## src/rtl/mem_bus_arbiter_pkg.sv

```systemverilog
// mem_bus_arbiter_pkg: shared bus command, tag owner and owner-table entry types
package mem_bus_arbiter_pkg;
  typedef enum logic [1:0] {
    BUS_NONE  = 2'd0,
    BUS_LOAD  = 2'd1,
    BUS_STORE = 2'd2
  } bus_cmd_e;

  typedef enum logic {
    OWN_D = 1'b0,
    OWN_I = 1'b1
  } owner_e;

  typedef struct packed {
    logic   valid;
    owner_e owner;
  } tag_entry_t;
endpackage

```

## src/rtl/mem_tag_table.sv

```systemverilog
// mem_tag_table: per-tag owner table with retire-then-write ordering, popcount and orphan flag
module mem_tag_table
  import mem_bus_arbiter_pkg::*;
#(
  parameter int TAG_W = 4
) (
  input  logic             clock,
  input  logic             reset,
  input  logic             wr_en,
  input  logic [TAG_W-1:0] wr_tag,
  input  owner_e           wr_owner,
  input  logic [TAG_W-1:0] rt_tag,
  output logic             rt_hit,
  output owner_e           rt_owner,
  output logic [TAG_W-1:0] outstanding,
  output logic             orphan_err
);
  localparam int DEPTH = 2 ** TAG_W;
  tag_entry_t [DEPTH-1:0] tbl, nxt;
  logic [TAG_W-1:0] cnt;
  logic rt_miss;
  assign rt_hit   = !reset && rt_tag != '0 && tbl[rt_tag].valid;
  assign rt_miss  = rt_tag != '0 && !tbl[rt_tag].valid;
  assign rt_owner = tbl[rt_tag].owner;
  // Next table: retire first so a same-cycle accept of the same tag overwrites it
  always_comb begin
    nxt = tbl;
    cnt = '0;
    if (rt_hit) nxt[rt_tag].valid = 1'b0;
    if (wr_en && wr_tag != '0) nxt[wr_tag] = '{valid: 1'b1, owner: wr_owner};
    for (int k = 1; k < DEPTH; k++) cnt = cnt + TAG_W'(nxt[k].valid);
  end
  // Table, in-flight count and sticky orphan flag
  always_ff @(posedge clock) begin
    if (reset) begin
      tbl         <= '0;
      outstanding <= '0;
      orphan_err  <= 1'b0;
    end else begin
      tbl         <= nxt;
      outstanding <= cnt;
      orphan_err  <= orphan_err | rt_miss;
    end
  end
endmodule

```

## src/rtl/mem_bus_arbiter.sv

```systemverilog
// mem_bus_arbiter: dcache/icache arbiter for one tagged memory port (MEM_ARB_STATS_EN adds grant counters)
module mem_bus_arbiter
  import mem_bus_arbiter_pkg::*;
#(
  parameter int XLEN         = 32,
  parameter int TAG_W        = 4,
  parameter int STARVE_LIMIT = 4
) (
  input  logic             clock,
  input  logic             reset,
  input  logic [1:0]       Dproc2mem_command,
  input  logic [XLEN-1:0]  Dproc2mem_addr,
  input  logic [63:0]      Dproc2mem_data,
  input  logic [1:0]       Iproc2mem_command,
  input  logic [XLEN-1:0]  Iproc2mem_addr,
  input  logic [TAG_W-1:0] mem2proc_response,
  input  logic [63:0]      mem2proc_data,
  input  logic [TAG_W-1:0] mem2proc_tag,
  output logic [1:0]       proc2mem_command,
  output logic [XLEN-1:0]  proc2mem_addr,
  output logic [63:0]      proc2mem_data,
  output logic             d_request,
  output logic [TAG_W-1:0] Dmem2proc_response,
  output logic [TAG_W-1:0] Imem2proc_response,
  output logic [TAG_W-1:0] Dmem2proc_tag,
  output logic [TAG_W-1:0] Imem2proc_tag,
  output logic [63:0]      mem2proc_data_out,
  output logic [TAG_W-1:0] outstanding,
  output logic             orphan_err
`ifdef MEM_ARB_STATS_EN
  ,
  output logic [31:0]      d_grant_cnt,
  output logic [31:0]      i_grant_cnt,
  output logic [31:0]      rejected_cnt
`endif
);
  localparam int SW = $clog2(STARVE_LIMIT + 1);
  logic [SW-1:0] starve_cnt;
  logic d_act, i_act, d_grant, i_grant, accepted, wr_en, rt_hit;
  owner_e rt_owner;
  assign d_act    = Dproc2mem_command != BUS_NONE;
  assign i_act    = Iproc2mem_command != BUS_NONE;
  assign i_grant  = !reset && i_act && (!d_act || starve_cnt == SW'(STARVE_LIMIT));
  assign d_grant  = !reset && d_act && !i_grant;
  assign accepted = mem2proc_response != '0;
  assign wr_en    = accepted && ((d_grant && Dproc2mem_command == BUS_LOAD) ||
                                 (i_grant && Iproc2mem_command == BUS_LOAD));
  // Forward the granted request and route accept/return tags to their owners
  always_comb begin
    proc2mem_command   = d_grant ? Dproc2mem_command : i_grant ? Iproc2mem_command : BUS_NONE;
    proc2mem_addr      = d_grant ? Dproc2mem_addr : i_grant ? Iproc2mem_addr : '0;
    proc2mem_data      = d_grant && Dproc2mem_command == BUS_STORE ? Dproc2mem_data : '0;
    d_request          = d_grant;
    Dmem2proc_response = d_grant ? mem2proc_response : '0;
    Imem2proc_response = i_grant ? mem2proc_response : '0;
    Dmem2proc_tag      = rt_hit && rt_owner == OWN_D ? mem2proc_tag : '0;
    Imem2proc_tag      = rt_hit && rt_owner == OWN_I ? mem2proc_tag : '0;
    mem2proc_data_out  = mem2proc_data;
  end
  // Count consecutive cycles the icache wants the bus but loses it
  always_ff @(posedge clock) begin
    if (reset) starve_cnt <= '0;
    else starve_cnt <= i_act && !i_grant ?
                       (starve_cnt == SW'(STARVE_LIMIT) ? starve_cnt : starve_cnt + 1'b1) : '0;
  end
  mem_tag_table #(.TAG_W(TAG_W)) u_table (
    .clock       (clock),
    .reset       (reset),
    .wr_en       (wr_en),
    .wr_tag      (mem2proc_response),
    .wr_owner    (d_grant ? OWN_D : OWN_I),
    .rt_tag      (mem2proc_tag),
    .rt_hit      (rt_hit),
    .rt_owner    (rt_owner),
    .outstanding (outstanding),
    .orphan_err  (orphan_err)
  );
`ifdef MEM_ARB_STATS_EN
  // Accepted-grant and rejected-command counters, wrapping modulo 2^32
  always_ff @(posedge clock) begin
    if (reset) begin
      d_grant_cnt  <= '0;
      i_grant_cnt  <= '0;
      rejected_cnt <= '0;
    end else begin
      d_grant_cnt  <= d_grant_cnt + 32'(d_grant && accepted);
      i_grant_cnt  <= i_grant_cnt + 32'(i_grant && accepted);
      rejected_cnt <= rejected_cnt + 32'((d_grant || i_grant) && !accepted);
    end
  end
`endif
endmodule

```

## config.mk

```make
export PLATFORM = sky130hd
export DESIGN_NAME = mem_bus_arbiter
export DESIGN_NICKNAME = d
export VERILOG_FILES = /design/src/rtl/mem_bus_arbiter_pkg.sv /design/src/rtl/mem_tag_table.sv /design/src/rtl/mem_bus_arbiter.sv
export SDC_FILE = /design/constraint.sdc
export NUM_CORES = 1
export LEC_CHECK = 0
export ABC_AREA = 1
export BUFFER_PORTS_ARGS = -buffer_cell sky130_fd_sc_hd__buf_2
export CORE_AREA = 5 5 149 151
export DETAILED_ROUTE_END_ITERATION = 10
export DIE_AREA = 0 0 154 156
export GPL_TIMING_DRIVEN = 0
export PLACE_DENSITY = 0.6
export SLEW_MARGIN = 20
export SYNTH_ARGS = -nofsm -noshare
export SYNTH_HDL_FRONTEND = slang
export SYNTH_SLANG_ARGS = --single-unit
```

## constraint.sdc

```tcl
create_clock -name clock -period 5.6 [get_ports clock]
set_clock_uncertainty 0.15 [all_clocks]
set_input_delay 1.12 -clock clock [delete_from_list [all_inputs] [get_ports clock]]
set_output_delay 1.12 -clock clock [all_outputs]
set_load 0.05 [all_outputs]
```

==> summary.md, run 1 <==
| Metric | Value |
|---|---|
| Worst-skew pair later-pin latency | `0.29 ns` |
| Footprint of the multi-input gates | `0.00219 sq mm` |
| Total GRT Usage | `13.2%` |
| First-pass GRT wire length | `25800 um` |
| Layout cell share with drive strength beyond 1 | `45.4%` |
| IO Pins | `390` |
| Fill count | `2318` |
| Final hold violations | `0` |
| Critical path's slowest cell | `fa_1` |
| CTS tree | `yes` |
| Area grow syn2layout | `57.6%` |
| IO Port Bufs | `323` |
| CTS buffer count | `5` |
| Vias | `5254` |
| Count of cell types in the netlist | `32` |
| Initial antenna violation count | `2` |
| Die Y | `156 um` |
| Cts hold-fix bufs | `0` |
| DRT iter0 DRCs | `298` |
| Post-synth top flop | `dfxtp_1` |
| Initial Utilization | `19.5%` |
| Worst slew margin | `56.4%` |
| Tmin final | `5.37 ns` |
| Ys Warns | `0` |
| Commonest cells after routing, fill and taps aside | `buf_2 (332), nor2_1 (139), inv_1 (120)` |
| Startpoint type of the worst setup path | `primary input` |
| GRT overflow | `0` |
| Number of global-route vias before repair | `4906` |
| Cell Int Power | `0.000612 W` |
| H-tree Lvls | `2` |
| Most area-hungry cell type in the Yosys netlist | `dfxtp_1` |
| Hold Crit Class | `flop to flop` |
| PwrDens | `170 mW/mm^2` |
| Synth area leaders | `dfxtp_1 (20%), nor2_1 (13%), buf_4 (12%)` |
| # setup viols final | `0` |
| Leakage | `3.78 nW` |
| Buffers and inverters on the worst path | `8` |
| Largest net degree at the start of global routing | `14` |
| Commonest non-fill, non-tap cell in the layout | `buf_2` |
| Top Family by Delay on Critical Path | `adder cells` |
| Die X | `154 um` |
| Post-synth ARST share | `0%` |
| Post-Route Utilization | `30.7%` |
| Final nets | `1216` |
| Arrival @ worst endpoint | `5.39 ns` |
| CP Cell Sequence | `clkbuf_4 -> a21oi_4 -> nand2_4 -> o22ai_4 -> buf_6 -> buf_4 -> nand3_2 -> a21boi_1 -> fa_1 -> inv_1 -> fa_1 -> fa_1 -> inv_1 -> fa_1 -> inv_1 -> ha_1 -> inv_1 -> nor2_1 -> a211oi_2 -> buf_4 -> a21oi_1` |
| Worst-margin pin slew | `0.655 ns` |
| Synth top area share | `19.9%` |
| CTS sink cnt | `40` |
| Pre-Repair DR Iteration Count | `5` |
| Clock share of power | `28.2%` |
| Max IR drop VDD | `90.7 uV` |
| Row cnt | `53` |
| Post-Syn Area | `0.00403 sq mm` |
| Slowest stage delay, CP | `0.50 ns` |
| Seq pwr share | `27.0%` |
| Tcrit/Tclk final | `95.9%` |
| Clk buf depth | `2` |
| Root buffer cell | `clkbuf_16` |
| Post-Route WL | `17800 um` |
| Fmax | `0.186 GHz` |
| Crit-path max FO | `8` |
| Yosys reg bits | `40` |
| Post-route ant nets | `0` |
| Max Cap Viol | `0` |
| Status | `finished clean` |
| Avg Cell Area, Syn | `6.20 sq um` |
| Critical Path RT | `5.62 ns` |
| Post-synth EDFFs | `0` |
| Net switching power | `0.000466 W` |
| Final HPWL DP | `15200 um` |
| Die ar. | `0.0240 sq mm` |
| Post-Syn Instances | `650` |
| Core area | `0.0207 sq mm` |
| Syn_nets | `873` |
| Worst setup EP type | `flop` |
| DR vias/cell | `4.14` |
| Routed len/inst | `14.0 um` |
| Hold slack final | `0.275 ns` |
| CTS clock-pin slew for the worst setup and hold paths | `0.06 ns` |
| Reg area | `801 sq um` |
| WS Path Type | `primary input to flop` |
| Sw Share | `43.2%` |
| Sequential area share after synthesis | `19.9%` |
| DRC | `0` |
| Gpl congestion | `0.873` |
| Fin. max-slew vios | `0` |
| FF-to-FF setup slack | `0.55 ns` |
| Gate power share | `44.8%` |
[cell type report]
cell class	instances	area share, %
Multi-Input combinational cell	393	34.5
Timing Repair Buffer	337	27.5
Sequential cell	40	12.6
Buffer	91	9.90
Inverter	125	7.57
Tap cell	275	5.42
Clock buffer	6	2.19
Clock inverter	2	0.237
Antenna cell	1	0.0394
[Yosys cell counts (2+ instances only)]
| master | n |
|---|---|
| nor2_1 | 140 |
| inv_1 | 122 |
| nand2_1 | 106 |
| buf_4 | 67 |
| dfxtp_1 | 40 |
| a32o_1 | 32 |
| a21oi_1 | 26 |
| nand3_1 | 17 |
| o21ai_0 | 14 |
| buf_2 | 13 |
| clkbuf_1 | 10 |
| a21boi_0 | 9 |
| fa_1 | 9 |
| nand3_2 | 9 |
| ha_1 | 8 |
| o22ai_1 | 5 |
| inv_2 | 3 |
| nand2_2 | 3 |
| nor3_1 | 3 |
| a22oi_1 | 2 |
[stage by stage]
stage | setup TNS (ns) | power, W | std cells | setup slack [ns] | area (sq um)
after global placement | -1.34 | 0.000766 | 1248 | -0.453 | 5990
after CTS | 0 | 0.00108 | 1257 | 0.0141 | 6160
after floorplan | 0 | 0.000634 | 650 | 0.137 | 4030
final | 0 | 0.00108 | 1270 | 0.230 | 6350
after global routing | -0.0207 | 0.00113 | 1269 | -0.0207 | 6340
after detailed placement | -1.39 | 0.000768 | 1248 | -0.469 | 5990
[worst reg2reg max path, stage by stage (launching register included)]
cell and delay [ns]:
dfxtp_1 0.36, inv_1 0.05, ha_1 0.20, nand2_1 0.14, o21ai_4 0.09, nand2_4 0.18, nand2_8 0.10, o22ai_4 0.17
buf_6 0.18, buf_4 0.14, nand3_2 0.12, a21boi_1 0.20, fa_1 0.50, inv_1 0.05, fa_1 0.46, fa_1 0.49
inv_1 0.05, fa_1 0.50, inv_1 0.04, ha_1 0.19, inv_1 0.09, nor2_1 0.06, a211oi_2 0.23, buf_4 0.14
a21oi_1 0.05
[what timing repair did]
action | 4_1_cts | 5_1_grt
resized for setup | 2 | 24
setup endpoints to repair | 3 | 3
buffers inserted | 2 | 11
pin swaps | 1 | 8
gates cloned | 0 | 1
[power groups by stage]
| stage | Clock, W | Combinational, W | Sequential, W |
|---|---|---|---|
| after floorplan | 0 | 0.000332 | 0.000302 |
| after global placement | 0 | 0.000469 | 0.000297 |
| after detailed placement | 0 | 0.000471 | 0.000297 |
| after CTS | 0.000312 | 0.000474 | 0.000291 |
| after global routing | 0.000318 | 0.000515 | 0.000291 |
| final | 0.000304 | 0.000483 | 0.000291 |
[sequential cells by signal (all words and copies together), names as in the netlist]
signal	count
u_table.orphan_err	1
u_table.tbl	32
u_table.outstanding	4
starve_cnt	3
[routing by layer]
layer  GRT usage (%)  wire, um  up-vias
li1                -         -     2637
met1            17.1      7180     2298
met2            22.0      8500      286
met3            3.22      1710       29
met4            3.83       376        4
met5               0        21        -
[cells by family (layout without fill, tap and decap cells)]
family                     Yosys count  after routing  synth area share [%]
buffers and inverters              217            561                  27.1
adders and majority gates           17             17                  6.96
xor gates and xnor gates             2              2                 0.435
DFF                                 40             40                  19.9
other                                0              1                     0
AOI/OAI and AO/OA                   95             95                  17.4
and+or+nand+nor                    279            279                  28.3
[path summary, 6_finish.rpt]
path | to | from | depth (start not counted)
min | u_table.tbl[1] | u_table.tbl[1] | 2
min reg2reg | u_table.tbl[1] | u_table.tbl[1] | 2
max | u_table.outstanding[3] | reset | 21
max reg2reg | u_table.outstanding[3] | starve_cnt[0] | 24
Power figures use the tool's default switching activity.
==> run 2, diff against run 1 <==
--- a/config.mk
+++ b/config.mk
@@ -6,13 +6,14 @@
 export NUM_CORES = 1
 export LEC_CHECK = 0
 export ABC_AREA = 1
-export BUFFER_PORTS_ARGS = -buffer_cell sky130_fd_sc_hd__buf_2
+export BUFFER_PORTS_ARGS = -buffer_cell sky130_fd_sc_hd__buf_4
 export CORE_AREA = 5 5 149 151
 export DETAILED_ROUTE_END_ITERATION = 10
 export DIE_AREA = 0 0 154 156
 export GPL_TIMING_DRIVEN = 0
-export PLACE_DENSITY = 0.6
+export PLACE_DENSITY_LB_ADDON = 0.08
 export SLEW_MARGIN = 20
 export SYNTH_ARGS = -nofsm -noshare
 export SYNTH_HDL_FRONTEND = slang
 export SYNTH_SLANG_ARGS = --single-unit
+export TNS_END_PERCENT = 30
==> summary.md, run 2 (same netlist as run 1, synthesis figures left out) <==
| Metric | Value |
|---|---|
| Fill count | `2339 (+0.91%)` |
| Leakage | `3.94 nW (+4.3%)` |
| DR vias/cell | `4.01 (-3.0%)` |
| Core area | `0.0207 sq mm (unchanged)` |
| Clock share of power | `30.9% (+2.7 points)` |
| Layout cell share with drive strength beyond 1 | `45.1% (-0.30 points)` |
| Post-route cell area | `0.00710 sq mm (+12%)` |
| Post-route ant nets | `0 (unchanged)` |
| Final TNS setup | `0 ns (unchanged)` |
| Largest net degree at the start of global routing | `13 (-1)` |
| Vias | `5054 (-3.8%)` |
| Fmax | `0.189 GHz (+1.5%)` |
| Worst slew margin | `61.2% (+4.9 points)` |
| Arrival @ worst endpoint | `5.30 ns (-0.09 ns)` |
| Initial Utilization | `19.5% (unchanged)` |
| Fin. max-slew vios | `0 (unchanged)` |
| Die ar. | `0.0240 sq mm (unchanged)` |
| Post-Route Utilization | `34.3% (+3.6 points)` |
| First-pass GRT wire length | `29000 um (+12%)` |
| CTS buffer count | `5 (unchanged)` |
| IO Port Bufs | `323 (unchanged)` |
| # setup viols final | `0 (unchanged)` |
| Tmin final | `5.29 ns (-0.0800 ns)` |
| Max FFs per register | `32 (unchanged)` |
| Hold Crit Class | `flop to flop` |
| Max Cap Viol | `0 (unchanged)` |
| Final hold violations | `0 (unchanged)` |
| Final HPWL DP | `17500 um (+15%)` |
| Antenna cell count | `0 (-1)` |
| Root buffer cell | `clkbuf_16` |
| Tcrit/Tclk final | `94.5% (-1.4 points)` |
| Net switching power | `0.000460 W (-1.4%)` |
| H-tree Lvls | `2 (unchanged)` |
| Gate power share | `44.9% (about the same)` |
| Die Y | `156 um (unchanged)` |
| Status | `finished clean` |
| Worst setup EP type | `flop` |
| Cell Int Power | `0.000744 W (+22%)` |
| Area after DPL | `0.00680 sq mm (+13%)` |
| Pre-CTS setup slack | `-0.360 ns (+0.108 ns)` |
| Commonest non-fill, non-tap cell in the layout | `buf_4` |
| Initial antenna violation count | `0 (-2)` |
| RSZ-0062 raised after global routing | `no` |
| Hold slack final | `0.282 ns (+0.00727 ns)` |
| Top Family by Delay on Critical Path | `adder cells` |
| Critical path's slowest cell | `fa_1` |
| Final nets | `1208 (-0.66%)` |
| Die X | `154 um (unchanged)` |
| Buffers and inverters on the worst path | `7 (-1)` |
| Reg area | `801 sq um (unchanged)` |
| CTS tree | `yes` |
| Footprint of the multi-input gates | `0.00217 sq mm (-0.80%)` |
| Startpoint type of the worst setup path | `primary input` |
| Row cnt | `53 (unchanged)` |
| WS Path Type | `primary input to flop` |
| Number of global-route vias before repair | `4964 (+1.2%)` |
| Crit-path max FO | `10 (+2)` |
| Max IR drop VDD | `146 uV (+61%)` |
| Worst-skew pair later-pin latency | `0.29 ns (about the same)` |
| Pre-Repair DR Iteration Count | `4 (-1)` |
| Biggest register | `u_table.tbl` |
| GRT overflow | `0 (unchanged)` |
| Final WS setup | `0.310 ns (+0.0800 ns)` |
| Worst-margin pin slew | `0.582 ns (-0.0728 ns)` |
| Routed len/inst | `16.0 um (+14%)` |
| Slowest stage delay, CP | `0.49 ns (about the same)` |
| Largest regs | `u_table.tbl (32), u_table.outstanding (4), starve_cnt (3)` |
| IO Pins | `390 (unchanged)` |
| Critical Path RT | `5.61 ns (about the same)` |
| CP Cell Sequence | `buf_2 -> a21oi_4 -> nand2_4 -> nand2_2 -> o22ai_2 -> buf_4 -> nand2_1 -> nand2_1 -> ha_1 -> inv_1 -> fa_1 -> inv_1 -> fa_1 -> fa_1 -> inv_1 -> fa_1 -> inv_1 -> ha_1 -> inv_1 -> fa_1 -> xor2_1 -> nor2_1` |
| Sw Share | `38.2% (-5.0 points)` |
| DRT iter0 DRCs | `271 (-9.1%)` |
| Commonest cells after routing, fill and taps aside | `buf_4 (393), nor2_1 (138), inv_1 (120)` |
| Area grow syn2layout | `76.3%` |
| Gpl congestion | `0.839 (-4.0%)` |
| Total GRT Usage | `15.2% (+2.0 points)` |
| PwrDens | `169 mW/mm^2 (-0.20%)` |
| DRC | `0 (unchanged)` |
| CTS clock-pin slew for the worst setup and hold paths | `0.06 ns (about the same)` |
| Clk buf depth | `2 (unchanged)` |
| Seq pwr share | `24.2% (-2.8 points)` |
| CTS sink cnt | `40 (unchanged)` |
| Post-Route WL | `20100 um (+13%)` |
run 2: layout make-up:
cell class | count | area share [%]
inverters | 125 | 6.77
plain buffers | 91 | 8.81
well taps | 275 | 4.84
clock inverters | 2 | 0.846
multi-input cells | 393 | 30.6
repair buffers | 329 | 35.1
clock buffers | 5 | 1.76
flip-flops and latches | 40 | 11.3
run 2: stage by stage:
| stage | total power [W] | cells |
|---|---|---|
| floorplan | 0.000634 | 650 |
| global placement | 0.000834 | 1248 |
| detailed placement | 0.000834 | 1248 |
| CTS | 0.00122 | 1255 |
| global route | 0.00126 | 1260 |
| finish | 0.00120 | 1260 |
run 2: power by group through the flow:
| stage | Clock (W) | Sequential, W | Combinational (W) |
|---|---|---|---|
| final | 0.000372 | 0.000291 | 0.000541 |
| after global routing | 0.000393 | 0.000291 | 0.000574 |
| after CTS | 0.000387 | 0.000291 | 0.000539 |
| after detailed placement | 0 | 0.000297 | 0.000537 |
| after global placement | 0 | 0.000297 | 0.000537 |
| after floorplan | 0 | 0.000302 | 0.000332 |
run 2: repair_timing:
| item | 4_1_cts | 5_1_grt |
|---|---|---|
| pin swaps | 0 | 7 |
| resized for setup | 2 | 19 |
| endpoints found under the setup margin | 3 | 3 |
| hold buffers | 0 | 0 |
| buffers inserted | 1 | 4 |
| cloned | 0 | 1 |
run 2: worst paths after layout:
kind | from | to | slack (ns) | cells after the start
max | reset | u_table.outstanding[2] | 0.31 | 22
min reg2reg | u_table.tbl[1] | u_table.tbl[1] | 0.28 | 2
min | u_table.tbl[1] | u_table.tbl[1] | 0.28 | 2
max reg2reg | starve_cnt[0] | u_table.outstanding[2] | 0.62 | 24
run 2: metal layers:
layer  up-vias  wire length (um)  track usage (%)  part of all wire [%]
met2       252             10000             26.2                    50
met4         0               279             3.15                   1.4
met5         -                 0                0                     0
met1      2159              7860             18.9                    39
li1       2626                 -                -                     -
met3        17              1970             4.55                   9.8
run 2: worst register-to-register path, stage by stage (launching register included):
cell	delay (ns)
dfxtp_1	0.36
inv_1	0.05
ha_1	0.20
nand2_1	0.15
o21ai_4	0.09
nand2_4	0.13
nand2_2	0.11
o22ai_2	0.18
buf_4	0.21
nand2_1	0.11
nand2_1	0.09
ha_1	0.23
inv_1	0.07
fa_1	0.41
inv_1	0.08
fa_1	0.42
fa_1	0.49
inv_1	0.05
fa_1	0.45
inv_1	0.07
ha_1	0.13
inv_1	0.06
fa_1	0.37
xor2_1	0.14
nor2_1	0.05
==> run 3, diff against run 2 <==
--- a/config.mk
+++ b/config.mk
@@ -11,7 +11,7 @@
 export DETAILED_ROUTE_END_ITERATION = 10
 export DIE_AREA = 0 0 154 156
 export GPL_TIMING_DRIVEN = 0
-export PLACE_DENSITY_LB_ADDON = 0.08
+export PLACE_DENSITY_LB_ADDON = 0.12
 export SLEW_MARGIN = 20
 export SYNTH_ARGS = -nofsm -noshare
 export SYNTH_HDL_FRONTEND = slang
==> summary.md, run 3 (same netlist as run 1, synthesis figures left out) <==
| Metric | Value |
|---|---|
| Status | `finished clean` |
| IO Port Bufs | `323 (unchanged)` |
| DR vias/cell | `4.03 (+0.41%)` |
| Row cnt | `53 (unchanged)` |
| RSZ-0062 raised after global routing | `no` |
| Arrival @ worst endpoint | `5.34 ns (+0.04 ns)` |
| Max IR drop VDD | `94.0 uV (-36%)` |
| Total GRT Usage | `14.8% (-0.43 points)` |
| Pre-Repair DR Iteration Count | `4 (unchanged)` |
| GRT overflow | `0 (unchanged)` |
| Hold depth | `2 (unchanged)` |
| Total Power | `0.00117 W (-2.7%)` |
| CP Launch Point | `Iproc2mem_command[0]` |
| Commonest non-fill, non-tap cell in the layout | `buf_4` |
| Layout cell share with drive strength beyond 1 | `45.1% (about the same)` |
| Final HPWL DP | `17200 um (-1.8%)` |
| Gpl congestion | `0.805 (-4.1%)` |
| Largest regs | `u_table.tbl (32), u_table.outstanding (4), starve_cnt (3)` |
| Worst Hold End | `u_table.tbl[1]` |
| Post-Route WL | `19600 um (-2.5%)` |
| CTS buffer count | `5 (unchanged)` |
| PwrDens | `165 mW/mm^2 (-2.6%)` |
| Number of global-route vias before repair | `5003 (+0.79%)` |
| CTS tree | `yes` |
| Worst setup EP type | `flop` |
| Die X | `154 um (unchanged)` |
| Worst slew margin | `64.4% (+3.1 points)` |
| Fmax | `0.187 GHz (-0.82%)` |
| Max FFs per register | `32 (unchanged)` |
| R2R depth | `22 (-8.3%)` |
| Routed len/inst | `15.5 um (-2.6%)` |
| Initial Utilization | `19.5% (unchanged)` |
| First-pass GRT wire length | `28300 um (-2.4%)` |
| Final nets | `1209 (+0.083%)` |
| Area grow syn2layout | `76.2% (about the same)` |
| Die Y | `156 um (unchanged)` |
| Largest net degree at the start of global routing | `15 (+2)` |
| Tmin final | `5.33 ns (+0.0439 ns)` |
| Max Cap Viol | `0 (unchanged)` |
| Final hold violations | `0 (unchanged)` |
| CTS sink cnt | `40 (unchanged)` |
| Core area | `0.0207 sq mm (unchanged)` |
| Post-route cell area | `0.00710 sq mm (about the same)` |
| Clk buf depth | `2 (unchanged)` |
| Tcrit/Tclk final | `95.2% (+0.78 points)` |
| Die ar. | `0.0240 sq mm (unchanged)` |
| Biggest register | `u_table.tbl` |
| IO Pins | `390 (unchanged)` |
| Vias | `5083 (+0.57%)` |
| Critical R2R Launch | `starve_cnt[0]` |
| Crit-path max FO | `10 (unchanged)` |
| WS Path Type | `primary input to flop` |
| Final TNS setup | `0 ns (unchanged)` |
| Critical Path RT | `5.61 ns (about the same)` |
| Post-route ant nets | `0 (unchanged)` |
| Startpoint type of the worst setup path | `primary input` |
| DRC | `0 (unchanged)` |
| Worst-margin pin slew | `0.535 ns (-0.0472 ns)` |
| Initial antenna violation count | `0 (unchanged)` |
| Worst Hold Launch | `u_table.tbl[1]` |
| Hold Crit Class | `flop to flop` |
| Post-Route Utilization | `34.3% (about the same)` |
| Worst-skew pair later-pin latency | `0.29 ns (about the same)` |
| Fin. max-slew vios | `0 (unchanged)` |
| Antenna cell count | `0 (unchanged)` |
| CTS clock-pin slew for the worst setup and hold paths | `0.06 ns (about the same)` |
| # setup viols final | `0 (unchanged)` |
| Root buffer cell | `clkbuf_16` |
| Leakage | `3.94 nW (-0.13%)` |
| H-tree Lvls | `2 (unchanged)` |
| FF-to-FF setup slack | `0.57 ns (-0.05 ns)` |
| DRT iter0 DRCs | `254 (-6.3%)` |
| Area after DPL | `0.00680 sq mm (unchanged)` |
| Commonest cells after routing, fill and taps aside | `buf_4 (395), nor2_1 (138), inv_1 (119)` |
| Reg-to-reg endpoint | `u_table.outstanding[2]` |
| Cts hold-fix bufs | `0 (unchanged)` |
## run 3: how the worst max path moves through the flow
stage | to | slack [ns]
6_report | u_table.outstanding[2] | 0.27
5_1_grt | u_table.outstanding[2] | 0.009
4_1_cts | u_table.outstanding[3] | 0.0006
3_5_place_dp | u_table.outstanding[3] | -0.41
3_3_place_gp | u_table.outstanding[3] | -0.41
2_1_floorplan | u_table.outstanding[2] | 0.14
## run 3: critical path, stage by stage
cell and delay [ns]:
buf_4 0.10, inv_1 0.07, a21oi_4 0.18, nand2_4 0.11
nand2_2 0.15, o22ai_4 0.10, buf_4 0.17, nand2_1 0.10
nand2_1 0.07, ha_1 0.27, inv_1 0.05, fa_1 0.49
inv_1 0.04, fa_1 0.47, fa_1 0.55, inv_1 0.05
fa_1 0.44, inv_1 0.06, ha_1 0.13, inv_1 0.06
fa_1 0.37, xor2_1 0.14, nor2_1 0.05
## run 3: cell type report
class | count | area (sq um)
Buffer | 91 | 626
Clock inverter | 3 | 46.3
Multi-Input combinational cell | 393 | 2170
Sequential cell | 40 | 801
Inverter | 125 | 480
Fill cell | 2321 | 13600
Tap cell | 275 | 344
Clock buffer | 5 | 125
Timing Repair Buffer | 330 | 2500
## run 3: per-stage QoR
| stage | setup slack, ns | instances | hold WS [ns] |
|---|---|---|---|
| floorplan | 0.137 | 650 | 0.253 |
| global placement | -0.406 | 1248 | 0.274 |
| detailed placement | -0.407 | 1248 | 0.277 |
| CTS | 0.000566 | 1256 | 0.288 |
| global route | 0.00854 | 1262 | 0.309 |
| finish | 0.267 | 1262 | 0.284 |
## run 3: per-layer routing
| layer | wire length (um) | GRT usage (%) |
|---|---|---|
| met5 | 0 | 0 |
| met4 | 268 | 3.20 |
| met3 | 1720 | 4.19 |
| met2 | 9740 | 25.8 |
| met1 | 7890 | 18.2 |
## run 3: power breakdown
group / switching [W] / internal, W / leakage (nW)
logic: 0.000340 / 0.000203 / 3.53
registers: 0.00000222 / 0.000289 / 0.323
clock network: 0.000126 / 0.000212 / 0.0804
total: 0.000468 / 0.000703 / 3.94
## run 3: what timing repair did
action,in CTS,in global routing
buffers inserted,1,5
resized for setup,2,19
hold endpoints to repair,0,0
gates cloned,0,1
pin swaps,0,5
endpoints found under the setup margin,3,3
